File: src/rtl/regfile_arbiter_pkg.sv
// Shared definitions for the register-file arbiter: FSM states, master IDs
// and the data pattern returned when a read is aborted.
package regfile_arbiter_pkg;

  typedef enum logic [1:0] {
    IDLE    = 2'd0,
    ISSUE   = 2'd1,
    WAIT_RD = 2'd2
  } arb_state_e;

  localparam logic MST_M0 = 1'b0;
  localparam logic MST_M1 = 1'b1;

  // Replicated across the data width to form the all-ones error word.
  localparam logic RD_ERR_FILL = 1'b1;

endpackage

File: src/rtl/regfile_arbiter_rr_arb2.sv
// Combinational two-way picker. Returns the winning master ID and a valid
// flag. Default build: round-robin on ties using the last-winner bit.
// With ARB_FIXED_PRIORITY_EN defined, M0 always wins and last_i is ignored.
module rr_arb2
  import regfile_arbiter_pkg::*;
(
  input  logic req0_i,
  input  logic req1_i,
  input  logic last_i,
  output logic winner_o,
  output logic valid_o
);

  assign valid_o = req0_i | req1_i;

`ifdef ARB_FIXED_PRIORITY_EN
  logic unused_last;
  assign unused_last = last_i;

  // Fixed priority: M0 whenever it asks.
  always_comb begin
    winner_o = req0_i ? MST_M0 : MST_M1;
  end
`else
  // Round-robin: on a tie the master that did not win last time goes next.
  always_comb begin
    if (req0_i && req1_i) begin
      winner_o = (last_i == MST_M0) ? MST_M1 : MST_M0;
    end else begin
      winner_o = req0_i ? MST_M0 : MST_M1;
    end
  end
`endif

endmodule

File: src/rtl/regfile_arbiter.sv
// Two-master arbiter in front of a single-port register file. One
// transaction in flight; read data is routed back to the owning master and
// reads that never complete are aborted with an all-ones word and RD_ERR.
// Optional: define ARB_FIXED_PRIORITY_EN for fixed M0-first priority.
module regfile_arbiter
  import regfile_arbiter_pkg::*;
#(
  parameter int unsigned DSIZE      = 8,
  parameter int unsigned ASIZE      = 4,
  parameter int unsigned RD_TIMEOUT = 15,
  parameter int unsigned TO_W       = 4
) (
  input  logic             CLK,
  input  logic             RST,
  input  logic             M0_REQ,
  input  logic             M0_WE,
  input  logic [ASIZE-1:0] M0_ADDR,
  input  logic [DSIZE-1:0] M0_WDATA,
  output logic             M0_GNT,
  output logic [DSIZE-1:0] M0_RDATA,
  output logic             M0_RVALID,
  input  logic             M1_REQ,
  input  logic             M1_WE,
  input  logic [ASIZE-1:0] M1_ADDR,
  input  logic [DSIZE-1:0] M1_WDATA,
  output logic             M1_GNT,
  output logic [DSIZE-1:0] M1_RDATA,
  output logic             M1_RVALID,
  output logic             RD_ERR,
  output logic             WrEn,
  output logic             RdEn,
  output logic [ASIZE-1:0] Address,
  output logic [DSIZE-1:0] WrData,
  input  logic [DSIZE-1:0] RdData,
  input  logic             RdData_Valid
);

  // The increment that lands on RD_TIMEOUT triggers the abort, so a read
  // spends at most RD_TIMEOUT cycles in WAIT_RD.
  localparam logic [TO_W-1:0] ToLast = TO_W'(RD_TIMEOUT - 1);
  localparam logic [TO_W-1:0] CntOne = TO_W'(1);

  arb_state_e       state_q, state_d;
  logic             owner_q, owner_d;
  logic [TO_W-1:0]  cnt_q, cnt_d;
  logic             gnt0_q, gnt0_d, gnt1_q, gnt1_d;
  logic             rvalid0_q, rvalid0_d, rvalid1_q, rvalid1_d;
  logic [DSIZE-1:0] rdata0_q, rdata0_d, rdata1_q, rdata1_d;
  logic             rd_err_q, rd_err_d;
  logic             wr_en_q, wr_en_d, rd_en_q, rd_en_d;
  logic [ASIZE-1:0] addr_q, addr_d;
  logic [DSIZE-1:0] wdata_q, wdata_d;

  logic             pick, pick_valid, pick_we, last_bit;
  logic [ASIZE-1:0] pick_addr;
  logic [DSIZE-1:0] pick_wdata;

`ifdef ARB_FIXED_PRIORITY_EN
  assign last_bit = MST_M1;
`else
  logic last_q, last_d;
  assign last_bit = last_q;
`endif

  rr_arb2 u_rr_arb2 (
    .req0_i  (M0_REQ),
    .req1_i  (M1_REQ),
    .last_i  (last_bit),
    .winner_o(pick),
    .valid_o (pick_valid)
  );

  // Route the winning master's request fields.
  always_comb begin
    pick_we    = (pick == MST_M0) ? M0_WE    : M1_WE;
    pick_addr  = (pick == MST_M0) ? M0_ADDR  : M1_ADDR;
    pick_wdata = (pick == MST_M0) ? M0_WDATA : M1_WDATA;
  end

  // Next-state and next-output logic; all pulses default low.
  always_comb begin
    state_d   = state_q;
    owner_d   = owner_q;
    cnt_d     = cnt_q;
    gnt0_d    = 1'b0;
    gnt1_d    = 1'b0;
    rvalid0_d = 1'b0;
    rvalid1_d = 1'b0;
    rd_err_d  = 1'b0;
    wr_en_d   = 1'b0;
    rd_en_d   = 1'b0;
    rdata0_d  = rdata0_q;
    rdata1_d  = rdata1_q;
    addr_d    = addr_q;
    wdata_d   = wdata_q;
`ifndef ARB_FIXED_PRIORITY_EN
    last_d    = last_q;
`endif
    unique case (state_q)
      IDLE: begin
        if (pick_valid) begin
          state_d = ISSUE;
          owner_d = pick;
`ifndef ARB_FIXED_PRIORITY_EN
          last_d  = pick;
`endif
          addr_d  = pick_addr;
          wdata_d = pick_we ? pick_wdata : '0;
          wr_en_d = pick_we;
          rd_en_d = ~pick_we;
          gnt0_d  = (pick == MST_M0);
          gnt1_d  = (pick == MST_M1);
        end
      end
      ISSUE: begin
        state_d = wr_en_q ? IDLE : WAIT_RD;
        cnt_d   = '0;
      end
      WAIT_RD: begin
        cnt_d = cnt_q + CntOne;
        // Valid data takes precedence over a coincident timeout.
        if (RdData_Valid) begin
          state_d = IDLE;
          if (owner_q == MST_M0) begin
            rdata0_d  = RdData;
            rvalid0_d = 1'b1;
          end else begin
            rdata1_d  = RdData;
            rvalid1_d = 1'b1;
          end
        end else if (cnt_q == ToLast) begin
          state_d  = IDLE;
          rd_err_d = 1'b1;
          if (owner_q == MST_M0) begin
            rdata0_d  = {DSIZE{RD_ERR_FILL}};
            rvalid0_d = 1'b1;
          end else begin
            rdata1_d  = {DSIZE{RD_ERR_FILL}};
            rvalid1_d = 1'b1;
          end
        end
      end
      default: state_d = IDLE;
    endcase
  end

  // State and registered outputs; reset parks the pointer on M1.
  always_ff @(posedge CLK or negedge RST) begin
    if (!RST) begin
      state_q   <= IDLE;
      owner_q   <= MST_M0;
      cnt_q     <= '0;
      gnt0_q    <= 1'b0;
      gnt1_q    <= 1'b0;
      rvalid0_q <= 1'b0;
      rvalid1_q <= 1'b0;
      rdata0_q  <= '0;
      rdata1_q  <= '0;
      rd_err_q  <= 1'b0;
      wr_en_q   <= 1'b0;
      rd_en_q   <= 1'b0;
      addr_q    <= '0;
      wdata_q   <= '0;
`ifndef ARB_FIXED_PRIORITY_EN
      last_q    <= MST_M1;
`endif
    end else begin
      state_q   <= state_d;
      owner_q   <= owner_d;
      cnt_q     <= cnt_d;
      gnt0_q    <= gnt0_d;
      gnt1_q    <= gnt1_d;
      rvalid0_q <= rvalid0_d;
      rvalid1_q <= rvalid1_d;
      rdata0_q  <= rdata0_d;
      rdata1_q  <= rdata1_d;
      rd_err_q  <= rd_err_d;
      wr_en_q   <= wr_en_d;
      rd_en_q   <= rd_en_d;
      addr_q    <= addr_d;
      wdata_q   <= wdata_d;
`ifndef ARB_FIXED_PRIORITY_EN
      last_q    <= last_d;
`endif
    end
  end

  assign M0_GNT    = gnt0_q;
  assign M1_GNT    = gnt1_q;
  assign M0_RVALID = rvalid0_q;
  assign M1_RVALID = rvalid1_q;
  assign M0_RDATA  = rdata0_q;
  assign M1_RDATA  = rdata1_q;
  assign RD_ERR    = rd_err_q;
  assign WrEn      = wr_en_q;
  assign RdEn      = rd_en_q;
  assign Address   = addr_q;
  assign WrData    = wdata_q;

endmodule

File: config.mk
export PLATFORM = sky130hd
export DESIGN_NAME = regfile_arbiter
export DESIGN_NICKNAME = d
export VERILOG_FILES = /design/src/rtl/regfile_arbiter_pkg.sv /design/src/rtl/regfile_arbiter_rr_arb2.sv /design/src/rtl/regfile_arbiter.sv
export SDC_FILE = /design/constraint.sdc
export NUM_CORES = 1
export LEC_CHECK = 0
export BUFFER_PORTS_ARGS = -buffer_cell sky130_fd_sc_hd__buf_2
export CAP_MARGIN = 40
export CORE_ASPECT_RATIO = 1.5
export CORE_UTILIZATION = 48
export CTS_BUF_LIST = sky130_fd_sc_hd__clkbuf_8
export DETAILED_ROUTE_END_ITERATION = 7
export PLACE_DENSITY = 0.88
export SETUP_SLACK_MARGIN = 0.2
export SLEW_MARGIN = 5
export SYNTH_ARGS = -nofsm -noshare
export SYNTH_HDL_FRONTEND = slang
export SYNTH_SLANG_ARGS = --single-unit
File: constraint.sdc
create_clock -name CLK -period 1.82 [get_ports CLK]
set_input_delay 0.091 -clock CLK [delete_from_list [all_inputs] [get_ports CLK]]
set_output_delay 0.091 -clock CLK [all_outputs]
set_load 0.005 [all_outputs]
Yosys cells after proc, flatten, opt, wreduce, memory -nomap -nowiden. Cells that the tools add are included.

Logic and storage cells: 73. Input bits: 39. Output and inout bits: 35. Bits in registers: 43.

Equal/unequal tests: 5. Reduce and logical (&&, ||, !) cells: 8. Multiplexer cells: 40. $add $sub $neg: 1. Bitwise operators: 4.

Operators with widths (number): two-way mux 8 bit (10); two-way mux 1 bit (23); two-way mux 2 bit (4); case mux 4 bit (2 select lines) (1); case mux 2 bit (3 select lines) (1); AND reduction 3 bit (2); adder 4 x 1 -> 4 bit (second input constant) (1); equality test 4 bit (second input constant) (1); two-way mux 4 bit (1); AND reduction 2 bit (2); nonzero test 2 bit (2); inequality test 3 bit (second input constant) (1); inverter 1 bit (3); equality test 2 x 1 -> 1 bit (second input constant) (1); equality test 2 bit (second input constant) (1); zero test 2 bit (1); inequality test 2 bit (second input constant) (1); logical AND 1 bit (1); bitwise OR 1 bit (1).

Longest topological paths before layout. Gate-level depths: netlist (run 1).

Depth after elaboration: 6. Depth in mapped cells: 7. Depth with buffers taken out: 6.

Cells and area by module. From an unflattened synthesis (run 1), not the netlist that was laid out.

Cell total of the unflattened synthesis: 165. Area total of the unflattened synthesis: 1941.9 µm².

Modules (own cells, without submodules): regfile_arbiter (area an instance 1926.8 µm², sequential area each 1077.3 µm², instances 1, cells each 162); rr_arb2 (area an instance 15.0 µm², sequential area each 0.0 µm², instances 1, cells each 3).

Worst setup path after synthesis (run 1). OpenSTA, ideal clock, no wires.

Kind: reg2reg. From: reg cnt_q[0]. To: reg rdata1_q[7], in the netlist M1_RDATA[7]. Arrival time: 1291 ps. Slack: 402 ps. Cell stages (with the launch flop): 7. Clock period less this slack: 1418 ps. Library setup time: 126 ps. Path through: dfrtp_1 inv_1 ha_1 and3_1 o211a_1 buf_4 o32a_1.

Word-level cells in the longest chain between the ends: 3.

RTL lines: start, declared (line regfile_arbiter.sv:45) `logic [TO_W-1:0] cnt_q, cnt_d;`; start signal, assigned (line regfile_arbiter.sv:170) `cnt_q <= cnt_d;`; equality test 4 bit (line regfile_arbiter.sv:131) `end else if (cnt_q == ToLast) begin`; nonzero test 2 bit (no line); AND reduction 3 bit (no line); end signal, assigned (line regfile_arbiter.sv:176) `rdata1_q <= rdata1_d;`; end, declared (line regfile_arbiter.sv:48) `logic [DSIZE-1:0] rdata0_q, rdata0_d, rdata1_q, rdata1_d;`.

No other way between the ends. A chain may end at the register's enable or synchronous reset.

Worst setup path after layout (run 1).
From: reg cnt_q[0]. To: reg rdata1_q[5], in the netlist M1_RDATA[5].

Same word-level chain as after synthesis.

==> results.toml, run 1 <==
[run_status]
status = "completed"

[clock_network]
clock-sinks = 43
insertion_delay_ns = 0.30
numCtsBuffers = 5
cts-root-buf = "clkbuf_8"
htree_levels = 2
clkTransAtPathRegs_ns = 0.09
cts_buffer_depth = 2
cts_tree = "yes"
post_cts_buffers = 0

[critical_path]
worstPathRequired_ns = 1.98
worst_setup_path_start_kind = "flip-flop"
worstSetupPathType = "flip-flop to flip-flop"
crit_path_end_kind = "flip-flop"
critPathArrivalTime_ns = 1.71
path_max_fanout = 9

[global_routing]
grt_max_degree = 25
grt_pass1_vias = 1605
grt_usage = 0.227
grt_overflow = 0
grt_antenna_before_repair = 0
grt_pass1_wl_um = 6840

[yosys]
synthesis.area_um2 = 1860
yosys.area.top_type_share = 0.564
netlist_top_cells_area = "dfrtp_1 (56%), mux2i_1 (7.0%), a21oi_1 (3.5%)"
synthesis.nets = 210
yosysSeqAreaShare = 0.578
synth_seq_cells = 43
syn_inst = 166
yosys.area.top_type = "dfrtp_1"
syn_avg_cell_area_um2 = 11.2
synth_warnings = 0
synthDistinctLibCells = 34

[floorplanning]
rows = 27
die_w_um = 52.9
die-area_um2 = 4140
start_util = 0.506
ios = 74
core_area_um2 = 3680
die_h_um = 78.3

[placement]
hpwl_um = 3140
io_buffer_count = 73
gp_congestion = 0.809
post-place-ws_ns = 0.293

[finish]
fillers = 307
final_util = 0.647
num_antenna_cells = 0
finalNetCount = 288
drive_gt1_frac = 0.376
syn_to_final_growth_pct = 27.8

[timing]
skew_ns = 0.0103
hold_viol_final = 0
finalSetupViolations = 0
finalCriticalPeriod_ns = 1.55
fin_setup_tns_ns = 0
worst_slack_ns = 0.274
fmax_mhz = 647
rsz0062_at_grt = "yes"
worst_slew_pin_slew_ns = 0.677
fin_crit_sh = 0.849
worst_hold_slack_ns = 0.0467
slew_viol_final = 0
timing.slew.headroom = 0.549

[drt]
avgViaCountPerCell = 5.44
drtAntennaViolNets = 0
drc = 0
vias = 1566
avgRoutedWirePerCell_um = 14.2
firstDrtPassIters = 4
drt_wl_total_um = 4080
first_iter_violations = 25

[power]
power_density_nw_per_um2 = 1490
vdd_drop_max_mv = 1.21
p_leak_uw = 0.00123

[min_path]
min_path_type = "input port to flip-flop"

[run]
maxCapViolCount = 0
## through the flow
step,total power [uW],instance area [um^2],cells
after floorplan,2380,1860,166
after global placement,2870,2270,278
after detailed placement,2950,2270,278
after CTS,3570,2380,288
after global routing,3840,2380,288
final,3560,2380,288
## report_power, final
part / switching [uW] / internal [uW] / total, uW
combinational: 685 / 637 / 1320
clock: 355 / 275 / 629
sequential: 254 / 1360 / 1610
## cells in the final DEF (no fill, tap or decap), types with 2 or more instances in the layout
| cell | count |
|---|---|
| nor2_1 | 16 |
| and3_1 | 2 |
| clkinvlp_4 | 2 |
| inv_1 | 7 |
| clkbuf_8 | 5 |
| mux2i_1 | 13 |
| o32a_1 | 2 |
| a2bb2oi_1 | 7 |
| nand2_1 | 15 |
| dlygate4sd3_1 | 2 |
| a21oi_1 | 13 |
| o21ai_1 | 12 |
| ha_1 | 4 |
| nand3_1 | 3 |
| o21ai_0 | 5 |
| dfrtp_1 | 42 |
| nor3b_1 | 2 |
| buf_2 | 73 |
## timing repair
action	CTS	global route
endpoints found under the setup margin	0	23
endpoints found under the hold margin	23	0
gates resized for setup	0	1
hold buffers	2	0
## final cells by class
| cell class | count | area [um^2] | area share |
|---|---|---|---|
| clock buffers | 5 | 68.8 | 0.0289 |
| multi-input cells | 109 | 716 | 0.300 |
| repair buffers | 77 | 413 | 0.173 |
| flip-flops and latches | 43 | 1080 | 0.452 |
| well taps | 43 | 53.8 | 0.0226 |
| inverters | 8 | 30.0 | 0.0126 |
| clock inverters | 3 | 23.8 | 0.00998 |
## critical path, cell delays in order, from the launching register on
cell and delay (ns):
dfrtp_1 0.38, inv_1 0.08, ha_1 0.19, and3_1 0.23
o211a_1 0.33, nor2_1 0.14, a21oi_1 0.06
## cells in the mapped netlist (all sizes together)
cell / number
a211oi: 1
a21oi: 13
a2bb2oi: 7
a31oi: 1
and3: 3
buf: 5
clkbuf: 1
clkinv: 1
dfrtp: 42
dfstp: 1
ha: 5
inv: 7
mux2i: 13
nand2: 16
nand2b: 2
nand3: 3
nand3b: 1
nor2: 17
nor3: 1
nor3b: 2
o211a: 1
o21ai: 19
o22a: 1
o22ai: 1
o32a: 2
## sequential cells by signal (all words and copies together), names as in the netlist
| signal | count |
|---|---|
| RdEn | 1 |
| WrData | 8 |
| M1_GNT | 1 |
| M0_GNT | 1 |
| cnt_q | 4 |
| last_bit | 1 |
| M1_RVALID | 1 |
| RD_ERR | 1 |
| M0_RVALID | 1 |
| M0_RDATA | 8 |
| WrEn | 1 |
| state_q | 2 |
| M1_RDATA | 8 |
| Address | 4 |
| owner_q | 1 |
## logic make-up (layout without fill, tap and decap cells)
| group | count (synthesis) | in the layout | share of synthesized area |
|---|---|---|---|
| simple gates | 45 | 45 | 0.121 |
| fa+ha+maj | 5 | 5 | 0.0336 |
| compound gates | 46 | 46 | 0.158 |
| mux | 13 | 13 | 0.0698 |
| buf+inv | 14 | 93 | 0.0396 |
| flops | 43 | 43 | 0.578 |
## metal layers
metal  vias up  share of wire  GRT usage
met5         -              0          0
met4         0          0.027      0.121
met3        11          0.061     0.0717
met2        66           0.53      0.377
met1       753           0.38      0.249
li1        736              -          -
## final timing paths
path	start	end	slack (ns)	cells after the start
max	cnt_q[0]	M1_RDATA[5]	0.27	6
min	RdData_Valid	RD_ERR	0.05	2
max reg2reg	cnt_q[0]	M1_RDATA[5]	0.27	6
min reg2reg	WrData[7]	WrData[7]	0.50	2
max in group asynchronous	RST	cnt_q[2]	1.01	3
min in group asynchronous	RST	M1_RDATA[6]	0.31	2
(Power assumes the default switching activity.)
==> inputs of run 2 (changes only) <==
- ABC_AREA: unset -> 1
- clock period: 1.82 -> 1.62 ns (I/O delays scaled with it)
==> run 2 against run 1 <==
  * Clock power increased by 27%
  * Cell area grew 8.5%
  * First-iteration DRC count rose by 20%
  * Critical path type unchanged
  * Synthesized cell count is 28% higher
  * Critical endpoint is now WrData[2]
  * Register-to-register slack worse by 0.06 ns
  * Total power grew 23%
  * Die area grew 1.4%
  * Count of clock-buffer cells in the layout unchanged
  * Combinational power grew 36%
  * Largest power group is now combinational cells
  * Sequential share of layout area fell by 3.5 points
==> results.toml, run 2 <==
[critical_path]
crit_path_end_kind = "flip-flop"
critPathArrivalTime_ns = 1.60
worstPathRequired_ns = 1.81
worstSetupPathType = "flip-flop to flip-flop"
worst_setup_path_start_kind = "flip-flop"
path_max_fanout = 7

[yosys]
synth_seq_cells = 43
synth_top_family_by_area = "simple AND/OR/NAND/NOR gates"
netlist_top_cells_area = "dfrtp_1 (56%), nand2_1 (13%), o21ai_0 (7.7%)"
synthArstFlopShare = 1.00
yosysSeqAreaShare = 0.569
synth_edf_count = 0
synthesis.nets = 256
synth.most_common_cell = "nand2_1"
synthesis.area_um2 = 1890
muxShareOfSynthArea = 0
synth-simple-area-share = 0.241
synth-compound-area-share = 0.0952
yosys.area.top_type_share = 0.556
synthDistinctLibCells = 17
syn_inst = 212
synthTopCellsByCount = "nand2_1 (66), dfrtp_1 (42), o21ai_0 (29)"
syn_avg_cell_area_um2 = 8.92
synth_warnings = 0
yosys.area.top_type = "dfrtp_1"
yosys_most_used_dff = "dfrtp_1"
synth-xor-area-share = 0.00463
synthAdderAreaFrac = 0.0331

[power]
swShare = 0.365
clkPwrFrac = 0.182
p_int_uw = 2780
power_density_nw_per_um2 = 1700
vdd_drop_max_mv = 1.07
seq_power_share = 0.407
power_frac_comb = 0.411
p_switching_uw = 1600
p_leak_uw = 0.00141

[timing]
fin_crit_sh = 0.871
fmax_mhz = 709
finalSetupViolations = 0
finalCriticalPeriod_ns = 1.41
slew_viol_final = 0
timing.slew.headroom = 0.650
fin_setup_tns_ns = 0
worst_slew_pin_slew_ns = 0.525
rsz0062_at_grt = "yes"
hold_viol_final = 0
skew_ns = 0.0124

[drt]
avgViaCountPerCell = 5.24
firstDrtPassIters = 6
drtAntennaViolNets = 0
avgRoutedWirePerCell_um = 13.2
drc = 0
vias = 1807
first_iter_violations = 30
drt_wl_total_um = 4570

[clock_network]
htree_levels = 2
clkTransAtPathRegs_ns = 0.08
cts_tree = "yes"
cts-root-buf = "clkbuf_8"
numCtsBuffers = 5
clock-sinks = 43
cts_buffer_depth = 2
insertion_delay_ns = 0.30

[placement]
gp_congestion = 0.837
hpwl_um = 3100
dpl_cell_area_um2 = 2300
io_buffer_count = 73

[floorplanning]
die-area_um2 = 4200
rows = 27
ios = 74
core_area_um2 = 3720
start_util = 0.509
die_w_um = 53.3
die_h_um = 78.9

[global_routing]
grt_antenna_before_repair = 0
grt_pass1_wl_um = 6840
grt_usage = 0.222
grt_pass1_vias = 1598
grt_overflow = 0
grt_max_degree = 44

[finish]
fillers = 310
final_area_um2 = 2580
multi_input_area_um2 = 807
layout_common_cells = "buf_2 (73), nand2_1 (59), dfrtp_1 (42)"
drive_gt1_frac = 0.377
num_antenna_cells = 0
syn_to_final_growth_pct = 36.6
final_common_cell = "buf_2"
seqCellArea_um2 = 1080
finalNetCount = 345

[min_path]
min_path_type = "input port to flip-flop"

[run]
maxCapViolCount = 0

[run_status]
status = "completed"
-- run 2: changes by cell type in the layout (fill, tap and decap cells not counted), sizes merged, moves of 2 or more --
cell and delta:
nand2b -2, nor2 -2, mux2i -13, buf +9, o32a -2, nand2 +50, inv +6, a21oi -7
and3 -3, o21ai +11, nand3 +24, a2bb2oi -7
-- run 2: routing by layer --
| layer | global-route usage | part of all wire |
|---|---|---|
| met1 | 0.250 | 0.38 |
| met2 | 0.383 | 0.55 |
| met3 | 0.0498 | 0.056 |
| met4 | 0.103 | 0.015 |
| met5 | 0 | 0 |
-- run 2: final cells by class --
type	count	share of cell area
timing repair inverter	1	0.00290
multi-input combinational	152	0.312
sequential	43	0.417
clock buffer	5	0.0266
timing repair buffer	85	0.185
tap	43	0.0208
clock inverter	3	0.0145
inverter	13	0.0213
-- run 2: critical path, cell delays in order, from the launching register on --
cell and delay (ns):
dfrtp_1 0.41, inv_2 0.10, ha_4 0.16, inv_4 0.04, nor2_4 0.18, clkinvlp_4 0.24
nand2_1 0.11, nand2_1 0.05
-- run 2: final timing paths --
| check | from | end | slack [ns] | cells past startpoint |
|---|---|---|---|---|
| max reg2reg | state_q[1] | WrData[2] | 0.21 | 7 |
| min | M1_ADDR[3] | Address[3] | 0.04 | 3 |
| min reg2reg | WrData[4] | WrData[4] | 0.49 | 2 |
| min in group asynchronous | RST | M1_GNT | 0.40 | 3 |
| max in group asynchronous | RST | M0_RDATA[7] | 0.85 | 3 |
| max | state_q[1] | WrData[2] | 0.21 | 7 |
-- run 2: metrics by stage --
step	instances	total power (uW)	setup slack [ns]	hold slack, ns	util
after floorplan	212	2540	0.299	-0.215	-
after global placement	326	3110	0.206	0.168	0.618
after detailed placement	326	3190	0.126	0.180	0.618
after CTS	335	4020	0.197	0.0544	0.655
after global routing	345	4710	0.150	0.0483	0.696
final	345	4380	0.210	0.0386	0.696
-- run 2: kinds of logic (layout without fill, tap and decap cells) --
family	count (synthesis)	after routing
xor+xnor	1	1
fa+ha+maj	5	5
flops	43	43
simple gates	106	110
compound gates	36	36
buf+inv	21	107
-- run 2: power by group through the flow --
stage	sequential (uW)	combinational (uW)	clock [uW]
floorplan	1780	764	0
global placement	1750	1370	0
detailed placement	1760	1430	0
CTS	1760	1460	811
global route	1830	2030	859
finish	1780	1800	800
-- run 2: repair_timing --
| item | 4_1_cts | 5_1_grt |
|---|---|---|
| pin swaps | 1 | 6 |
| buffers inserted | 0 | 5 |
| endpoints found under the setup margin | 17 | 33 |
| hold endpoints to repair | 42 | 0 |
| hold buffers | 1 | 0 |
| cloned | 0 | 5 |
| gates resized for setup | 4 | 28 |
==> inputs of run 3 (changes only) <==
- CORE_UTILIZATION: 48 -> 50
- PLACE_DENSITY: 0.88 -> 0.91
- clock period: 1.62 -> 1.61 ns (I/O delays scaled with it)
==> run 3 against run 2 <==
  * Wire length increased by 12%
  * Sequential cell count unchanged
  * Critical path depth unchanged
  * Count of clock-buffer cells in the layout increased by 1
  * Total power increased by 5.3%
  * Non-clock buffer count increased by 4
  * Combinational power increased by 8%
  * Sequential power about the same
  * Worst hold slack improved by 0.010 ns
  * Utilization increased by 3.5 points
  * Largest power group unchanged
==> results.toml, run 3 (same netlist as run 2, synthesis figures left out) <==
[floorplanning]
start_util = 0.519
die-area_um2 = 4040
ios = 74
core_area_um2 = 3650
die_w_um = 52.2
die_h_um = 77.3
rows = 27

[timing]
worst_slew_pin_slew_ns = 0.547
rsz0062_at_grt = "yes"
skew_ns = 0.00443
timing.slew.headroom = 0.635
worst_hold_slack_ns = 0.0489
fin_setup_tns_ns = 0
fmax_mhz = 721
slew_viol_final = 0
hold_viol_final = 0
finalSetupViolations = 0
finalCriticalPeriod_ns = 1.39
fin_crit_sh = 0.861

[clock_network]
clkTransAtPathRegs_ns = 0.08
insertion_delay_ns = 0.30
cts_tree = "yes"
cts_buffer_depth = 2
clock-sinks = 43
cts-root-buf = "clkbuf_8"
numCtsBuffers = 5
htree_levels = 2

[power]
total_power_uw = 4620
vdd_drop_max_mv = 1.23
p_leak_uw = 0.00144
power_density_nw_per_um2 = 1730

[critical_path]
worstSetupPathType = "flip-flop to flip-flop"
path_max_fanout = 8
r2r-end = "M0_RDATA[0]"
critPathArrivalTime_ns = 1.56
worst_setup_path_start_kind = "flip-flop"
worstPathRequired_ns = 1.78
worst-r2r-cell-count = 7
r2r_setup_slack_ns = 0.22
r2r-start = "state_q[0]"
crit_path_end_kind = "flip-flop"
crit_start = "state_q[0]"

[run_status]
status = "completed"

[min_path]
hold_path_depth = 3
min-delay-start = "M1_ADDR[3]"
min_path_type = "input port to flip-flop"
whs_endpoint = "Address[3]"

[drt]
avgViaCountPerCell = 5.29
first_iter_violations = 57
firstDrtPassIters = 4
drc = 0
vias = 1847
avgRoutedWirePerCell_um = 14.7
drtAntennaViolNets = 0
drt_wl_total_um = 5130

[finish]
finalNetCount = 349
layout_common_cells = "buf_2 (74), nand2_1 (59), dfrtp_1 (42)"
num_antenna_cells = 0
drive_gt1_frac = 0.395
final_common_cell = "buf_2"
final_area_um2 = 2670
syn_to_final_growth_pct = 40.9

[run]
maxCapViolCount = 0

[global_routing]
grt_pass1_vias = 1768
grt_max_degree = 44
grt_usage = 0.255
grt_pass1_wl_um = 7540
grt_antenna_before_repair = 0
grt_overflow = 0

[placement]
gp_congestion = 0.814
dpl_cell_area_um2 = 2300
io_buffer_count = 73
hpwl_um = 3220
[run 3: metal layers]
metal	global-route usage	wire [um]	vias up
met5	0	0	-
met4	0.129	118	0
met3	0.0784	311	8
met2	0.431	2800	83
met1	0.278	1900	866
li1	-	-	890
[run 3: worst max-delay path by stage]
| stage | endpoint | depth (start not counted) |
|---|---|---|
| 6_report | M0_RDATA[0] | 7 |
| 3_5_place_dp | M0_RDATA[5] | 6 |
| 2_1_floorplan | M1_RDATA[1] | 8 |
| 3_3_place_gp | Address[1] | 7 |
| 4_1_cts | state_q[0] | 6 |
| 5_1_grt | Address[0] | 7 |
[run 3: layout make-up]
cell class | instances | area [um^2]
repair buffers | 89 | 505
clock inverters | 2 | 35.0
multi-input cells | 152 | 848
flip-flops and latches | 43 | 1080
fillers | 274 | 983
inverters | 13 | 55.1
repair inverters | 1 | 7.51
clock buffers | 6 | 82.6
well taps | 43 | 53.8
[run 3: per-stage QoR]
step           worst slack (ns)   util  cells
2_1_floorplan             0.289      -    212
3_3_place_gp              0.243  0.630    326
3_5_place_dp              0.109  0.630    326
4_1_cts                   0.168  0.685    340
5_1_grt                   0.135  0.730    349
6_report                  0.223  0.730    349
[run 3: repair_timing]
action	in CTS	in global routing
gates resized for setup	15	24
setup buffers	3	5
gates cloned	2	4
hold endpoints to repair	42	0
hold buffers	1	0
pin swaps	3	10
endpoints found under the setup margin	30	32
[run 3: critical path, cell delays in order, from the launching register on]
cell	delay, ns
dfrtp_1	0.40
inv_2	0.10
buf_12	0.11
ha_4	0.17
buf_4	0.16
nand3_4	0.13
nand2_1	0.11
o21ai_0	0.09
[run 3: power breakdown]
part	switching, uW	leakage (uW)	internal (uW)
Combinational	1070	0.000825	882
Sequential	278	0.000551	1520
Clock	365	0.0000612	502
Total	1710	0.00144	2910
